`src/rtl/sample_tff_pkg.sv`:
```
// Shared constants and the Gray-code helper for the sample_tff toggle counter.
package sample_tff_pkg;

    localparam logic DIR_UP       = 1'b1;
    localparam logic DIR_DN       = 1'b0;
    localparam logic MODE_WRAP    = 1'b0;
    localparam logic MODE_ONESHOT = 1'b1;

    // Callers truncate the result to their own width.
    function automatic logic [31:0] to_gray(input logic [31:0] x);
        return x ^ (x >> 1);
    endfunction

endpackage

```
`src/rtl/sample_tff_nextstate.sv`:
```
// Combinational next-count and terminal detection for the toggle counter.
module sample_tff_nextstate
    import sample_tff_pkg::*;
#(
    parameter int WIDTH = 8
) (
    input  logic [WIDTH-1:0] q,
    input  logic             up,
    input  logic [WIDTH-1:0] max,
    output logic             terminal,
    output logic [WIDTH-1:0] step_q,
    output logic [WIDTH-1:0] wrap_q
);

    always_comb begin
        terminal = 1'b0;
        step_q   = q;
        wrap_q   = q;
        if (up == DIR_UP) begin
            // >= so that a loaded value above MAX still counts as terminal.
            terminal = (q >= max);
            step_q   = q + WIDTH'(1);
            wrap_q   = '0;
        end else begin
            terminal = (q == '0);
            step_q   = q - WIDTH'(1);
            wrap_q   = max;
        end
    end

endmodule

```
`src/rtl/sample_tff_counter.sv`:
```
// WIDTH-bit toggle counter: CLR > LOAD > EN priority, wrap/one-shot modes, registered TC/DONE/Gray.
module sample_tff_counter
    import sample_tff_pkg::*;
#(
    parameter int          WIDTH   = 8,
    parameter int unsigned RST_VAL = 0
) (
    input  logic             CLK,
    input  logic             RST,
    input  logic             EN,
    input  logic             UP,
    input  logic             CLR,
    input  logic             LOAD,
    input  logic [WIDTH-1:0] DIN,
    input  logic [WIDTH-1:0] MAX,
    input  logic             ONESHOT,
    output logic [WIDTH-1:0] Q,
    output logic [WIDTH-1:0] Q_GRAY,
    output logic             TC,
    output logic             DONE
);

    localparam logic [WIDTH-1:0] RST_Q    = WIDTH'(RST_VAL);
    localparam logic [WIDTH-1:0] RST_GRAY = WIDTH'(to_gray(RST_VAL));

    logic             terminal;
    logic [WIDTH-1:0] step_q;
    logic [WIDTH-1:0] wrap_q;
    logic [WIDTH-1:0] q_d;
    logic             tc_d;
    logic             done_d;

    sample_tff_nextstate #(.WIDTH(WIDTH)) u_nextstate (
        .q        (Q),
        .up       (UP),
        .max      (MAX),
        .terminal (terminal),
        .step_q   (step_q),
        .wrap_q   (wrap_q)
    );

    always_comb begin
        q_d    = Q;
        tc_d   = 1'b0;
        done_d = DONE;
        if (CLR) begin
            q_d    = '0;
            done_d = 1'b0;
        end else if (LOAD) begin
            q_d    = DIN;
            done_d = 1'b0;
        end else if (EN && !DONE) begin
            if (!terminal) begin
                q_d = step_q;
            end else if (ONESHOT == MODE_WRAP) begin
                q_d  = wrap_q;
                tc_d = 1'b1;
            end else begin
                tc_d   = 1'b1;
                done_d = 1'b1;
            end
        end
    end

    // Gray copy is taken from the next-state value so it lands on the same edge as Q.
    always_ff @(posedge CLK or negedge RST) begin
        if (!RST) begin
            Q      <= RST_Q;
            Q_GRAY <= RST_GRAY;
            TC     <= 1'b0;
            DONE   <= 1'b0;
        end else begin
            Q      <= q_d;
            Q_GRAY <= WIDTH'(to_gray(32'(q_d)));
            TC     <= tc_d;
            DONE   <= done_d;
        end
    end

endmodule

```
`config.mk`:
```
export PLATFORM = sky130hd
export DESIGN_NAME = sample_tff_counter
export DESIGN_NICKNAME = d
export VERILOG_FILES = /design/src/rtl/sample_tff_pkg.sv /design/src/rtl/sample_tff_nextstate.sv /design/src/rtl/sample_tff_counter.sv
export SDC_FILE = /design/constraint.sdc
export NUM_CORES = 1
export LEC_CHECK = 0
export ABC_AREA = 1
export BUFFER_PORTS_ARGS = -buffer_cell sky130_fd_sc_hd__buf_4
export CORE_ASPECT_RATIO = 2
export CORE_MARGIN = 2
export CORE_UTILIZATION = 35
export CTS_CLUSTER_DIAMETER = 120
export DETAILED_ROUTE_END_ITERATION = 12
export GPL_TIMING_DRIVEN = 0
export PLACE_DENSITY_LB_ADDON = 0.15
export SKIP_CTS_REPAIR_TIMING = 1
export SYNTH_ARGS = -nofsm -noshare
export SYNTH_HDL_FRONTEND = slang
export SYNTH_SLANG_ARGS = --single-unit
```
`constraint.sdc`:
```
create_clock -name CLK -period 2.5 [get_ports CLK]
set_input_delay 0.5 -clock CLK [delete_from_list [all_inputs] [get_ports CLK]]
set_output_delay 0.5 -clock CLK [all_outputs]
set_load 0.005 [all_outputs]
```
### Word level (Yosys, flattened, before mapping)

Cells that the tools add are included.

* bits in registers: 18
* bits of input ports: 23
* output and inout port bits: 18

* order comparisons: 1
* reduce and logical (&&, ||, !) cells: 7
* multiplexer cells: 17
* add/sub/neg operators: 2
* bitwise operators: 1

Operators with widths (number)
* $mux W8: 7
* $mux W1: 10
* $reduce_bool A3 Y1: 3
* $add A8 B1 Y8 const B: 1
* $ge A8 B8 Y1: 1
* $logic_not A8 Y1: 1
* $sub A8 B1 Y8 const B: 1
* $xor A8 B7 Y8: 1
* $reduce_and A3 Y1: 1
* $logic_and A1 B1 Y1: 1
* $logic_not A1 Y1: 1

### Logic depth before layout (Yosys ltp)

* depth in word-level cells: 7
* gate-level depth with buffers: 18

### By module

Synthesis repeated with hierarchy kept, for this count alone.

* cells, all modules: 272
* area total of the unflattened synthesis: 1838.0 µm²

Modules (own cells, without submodules)
* sample_tff_counter: area an instance 1276.2 µm², instances 1, cells an instance 180
* sample_tff_nextstate: area an instance 561.8 µm², instances 1, cells an instance 92

### Least setup slack after synthesis

No wires, ideal clock.

* kind: input -> register
* start: input port UP
* end: register Q_GRAY[6]
* data arrival time: 1.876 ns
* setup time: 0.116 ns
* required time: 2.384 ns
* slack: 0.508 ns
* stages: 14
* path through: inv_2 -> ha_1 -> or2_1 -> and2_1 -> nand2_1 -> nand3b_1 -> nand2_1 -> nand2_1 -> nand3_1 -> nand2_1 -> nand3_1 -> inv_1 -> nand2_1 -> nand2_1

* word-level cells in the longest chain between the ends: 7

RTL lines
* from (decl): RTL line sample_tff_counter.sv:11 `input logic UP,`
* $mux W8: RTL line sample_tff_nextstate.sv:19 `if (up == DIR_UP) begin`
* $mux W8: RTL line sample_tff_counter.sv:55 `end else if (ONESHOT == MODE_WRAP) begin`
* $mux W8 (*): RTL line sample_tff_counter.sv:53 `if (!terminal) begin`
* $mux W8 (*): RTL line sample_tff_counter.sv:52 `end else if (EN && !DONE) begin`
* $mux W8 (*): RTL line sample_tff_counter.sv:49 `end else if (LOAD) begin`
* $mux W8 (*): RTL line sample_tff_counter.sv:46 `if (CLR) begin`
* net q_d[7]: RTL line sample_tff_counter.sv:29 `logic [WIDTH-1:0] q_d;`
* $xor A8 B7 Y8 (*): RTL line sample_tff_pkg.sv:11 `return x ^ (x >> 1);`
* to (signal assigned): RTL line sample_tff_counter.sv:74 `Q_GRAY <= WIDTH'(to_gray(32'(q_d)));`
* to (decl): RTL line sample_tff_counter.sv:18 `output logic [WIDTH-1:0] Q_GRAY,`

The timed path passes the listed nets; every way through them passes the cells marked *.
A chain may end at the register's enable or synchronous reset.

### Final worst setup path

Same ends and word-level chain as after synthesis.

==> metrics.md <==
| Metric | Value |
|---|---|
| I/O Pins | 41 |
| Ys async rst share | 100% |
| Vias per cell | 4.71 |
| Layout area overhead | 24.4% |
| Req. time, crit path | 2.69 ns |
| Post-synthesis sequential area ratio | about a quarter |
| Final setup vio count | 0 |
| HP Class | in -> async |
| Top cells by count, synth | 61 x nand2_1, 25 x inv_1, 19 x a21oi_1, 19 x nand3_1, 17 x dfrtp_1 |
| Num CTS Buffers | 3 |
| Root Driver | clkbuf_8 |
| Synth Area per Inst | between 7 and 8 sq um |
| Distinct cells, synth | 32 |
| CP endpoint kind | flip-flop |
| Count leader, synth | nand2_1 |
| Global-route wire length before repair | 6.82 mm |
| Area after DPL | ~2000 sq um |
| Synth top area cells | dfrtp_1 26%, nand2_1 14%, ha_1 11%, a21oi_1 5.8%, nand3_1 5.8% |
| Slew margin rel. | 74.9% |
| Die height | just over 100 um |
| RePlAce Congestion | a little under 0.8 |
| Core footprint | 4550 sq um |
| Pins Over Slew Limit | 0 |
| WL final | 4.03 mm |
| Worst vdd ir | 0.359 mV |
| Initial Utilization | between 30% and 40% |
| Most frequent cell on the critical path | nand2_1 |
| Fin crit share | 86.1% |
| Vias | 1555 |
| Synth Register Bits | 17 |
| CP peak stage delay | 0.32 ns |
| Critical path, cell by cell | buf_4, inv_2, ha_1, or2_1, and2_1, nand2_1, nand2_1, nand2_1, nand2_1, nand2_1, nand3_1, nand2_1, nand3_1, inv_1, nand2_1, nand2_1 |
| CP startpoint | UP |
| Post-DP HPWL | 3.35 mm |
| Leak | 1.11 nW |
| Critical Path Start Type | input pin |
| Worst slew pin tran | 0.374 ns |
| Worst reg2reg startpoint | Q[0] |
| Crit Path Max Fanout | 12 |
| Post-route cell area | just over 2000 sq um |
| Cells after synthesis | 233 |
| F_max | 465 MHz |
| Fin Setup TNS | 0 ns |
| Starting DRT DRC Count | 24 |
| DIE AREA | 5260 sq um |
| Post-synth EDFFs | 0 |
| Post-route DRC | 0 |
| CTS tree | yes |
| ANT nets after route | 0 |
| Core Rows | 35 |
| Htree depth | 1 |
| Pwr dens | 459 nW/um^2 |
| Initial antenna violation count | 0 |
| Worst Path Arrival | 2.35 ns |
| Clk_lat worst skew | between 0.2 and 0.3 ns |
| Mapped cell area | roughly 1600 sq um |
| Clock buffer depth | 2 |
| Vias in the first global route | 1507 |
| Synth area leader | dfrtp_1 |
| Synth warn | 0 |
| Ant. Diodes | 0 |
| WL/cell | 12.2 um |
| Final hold viol count | 0 |
| CTS sink count | 17 |
| Top cell type's share of synthesized area | between 20% and 30% |
| Max cap viols | 0 |
| I/O Buffers | 38 |
| Status | finished clean |
| # nets final | 314 |
| Largest net degree at the start of global routing | 18 |
| Syn Nets | 271 |
| RSZ-0062 raised after global routing | no |
| Die width | 52.3 um |
| Drt pass-1 iters | 4 |
| Clock Skew | 0.000937 ns |
| Slowest stage cell, crit path | ha_1 |
| Grt ovf | 0 |
| Crit path time final | 2.15 ns |
| Worst-path clk slew | 0.07 ns |
| Layout cells sized above 1 | 28.0% |
| Overall Global Routing Usage | 17.2% |
| CP Class | in -> reg |
| Primary FF master, synth | dfrtp_1 |
routing by layer:
layer  wire length [um]  track usage, %
met1               1540            18.4
met2               2340            32.3
met3                 63           0.593
met4                 97            8.68
met5                  0               0
cells in the final DEF (no fill, tap or decap), drive strengths merged, types with 5 or more instances in the layout:
| cell | instances |
|---|---|
| nand2 | 70 |
| buf | 41 |
| inv | 37 |
| a21oi | 23 |
| nand3 | 22 |
| dfrtp | 17 |
| o21ai | 15 |
| ha | 14 |
| nor2 | 12 |
| clkbuf | 5 |
final cells by class:
cell class | count | area, sq um
plain buffers | 4 | 21.3
clock buffers | 4 | 45.0
fillers | 507 | 2520
inverters | 37 | 139
multi-input cells | 175 | 1050
flip-flops and latches | 17 | 425
well taps | 55 | 68.8
repair buffers | 38 | 285
flip-flops by register name, summed over array words and instances (netlist names):
register,flops
DONE,1
Q,8
Q_GRAY,7
TC,1
through the flow:
step / hold slack (ns) / worst slack [ns] / utilization, % / total power [W] / std cells
3_5_place_dp: 0.381 / 0.0581 / 43.6 / 0.000734 / 326
5_1_grt: 0.110 / 0.132 / 44.6 / 0.00101 / 330
3_3_place_gp: 0.377 / 0.0771 / 43.6 / 0.000731 / 326
2_1_floorplan: 0.204 / 0.508 / - / 0.000595 / 233
4_1_cts: 0.103 / 0.319 / 44.6 / 0.000943 / 330
6_report: 0.0974 / 0.348 / 44.6 / 0.000934 / 330
path summary, 6_finish.rpt:
path / endpoint / slack (ns) / depth (start not counted)
worst max-delay path: Q_GRAY[6] / 0.35 / 16
worst min-delay path: Q_GRAY[6] / 0.1 / 1
worst max register to register: Q_GRAY[1] / 0.41 / 17
worst min register to register: DONE / 0.55 / 2
max in group asynchronous: Q_GRAY[0] / 2.21 / 1
min in group CLK: DONE / 0.54 / 4
report_power, final:
part | switching (W) | leakage, nW | total (W) | internal (W)
clock network | 0.0000955 | 0.0228 | 0.000209 | 0.000113
registers | 0.0000272 | 0.217 | 0.000330 | 0.000303
logic | 0.000220 | 0.865 | 0.000394 | 0.000174
cell families after synthesis:
logic type / count (synthesis) / synth area share, %
adder cells (fa/ha/maj): 15 / 12.0
flip-flops: 17 / 26.1
buffers and inverters: 41 / 9.81
AO/OA/AOI/OAI: 39 / 15.1
AND/OR/NAND/NOR: 116 / 34.4
XOR/XNOR: 5 / 2.68
critical path: cells and delay by family:
family                     cells  cell delay (ns)
and+or+nand+nor               12             1.07
buffers and inverters          3             0.45
adders and majority gates      1             0.32
(Power assumes the default switching activity.)
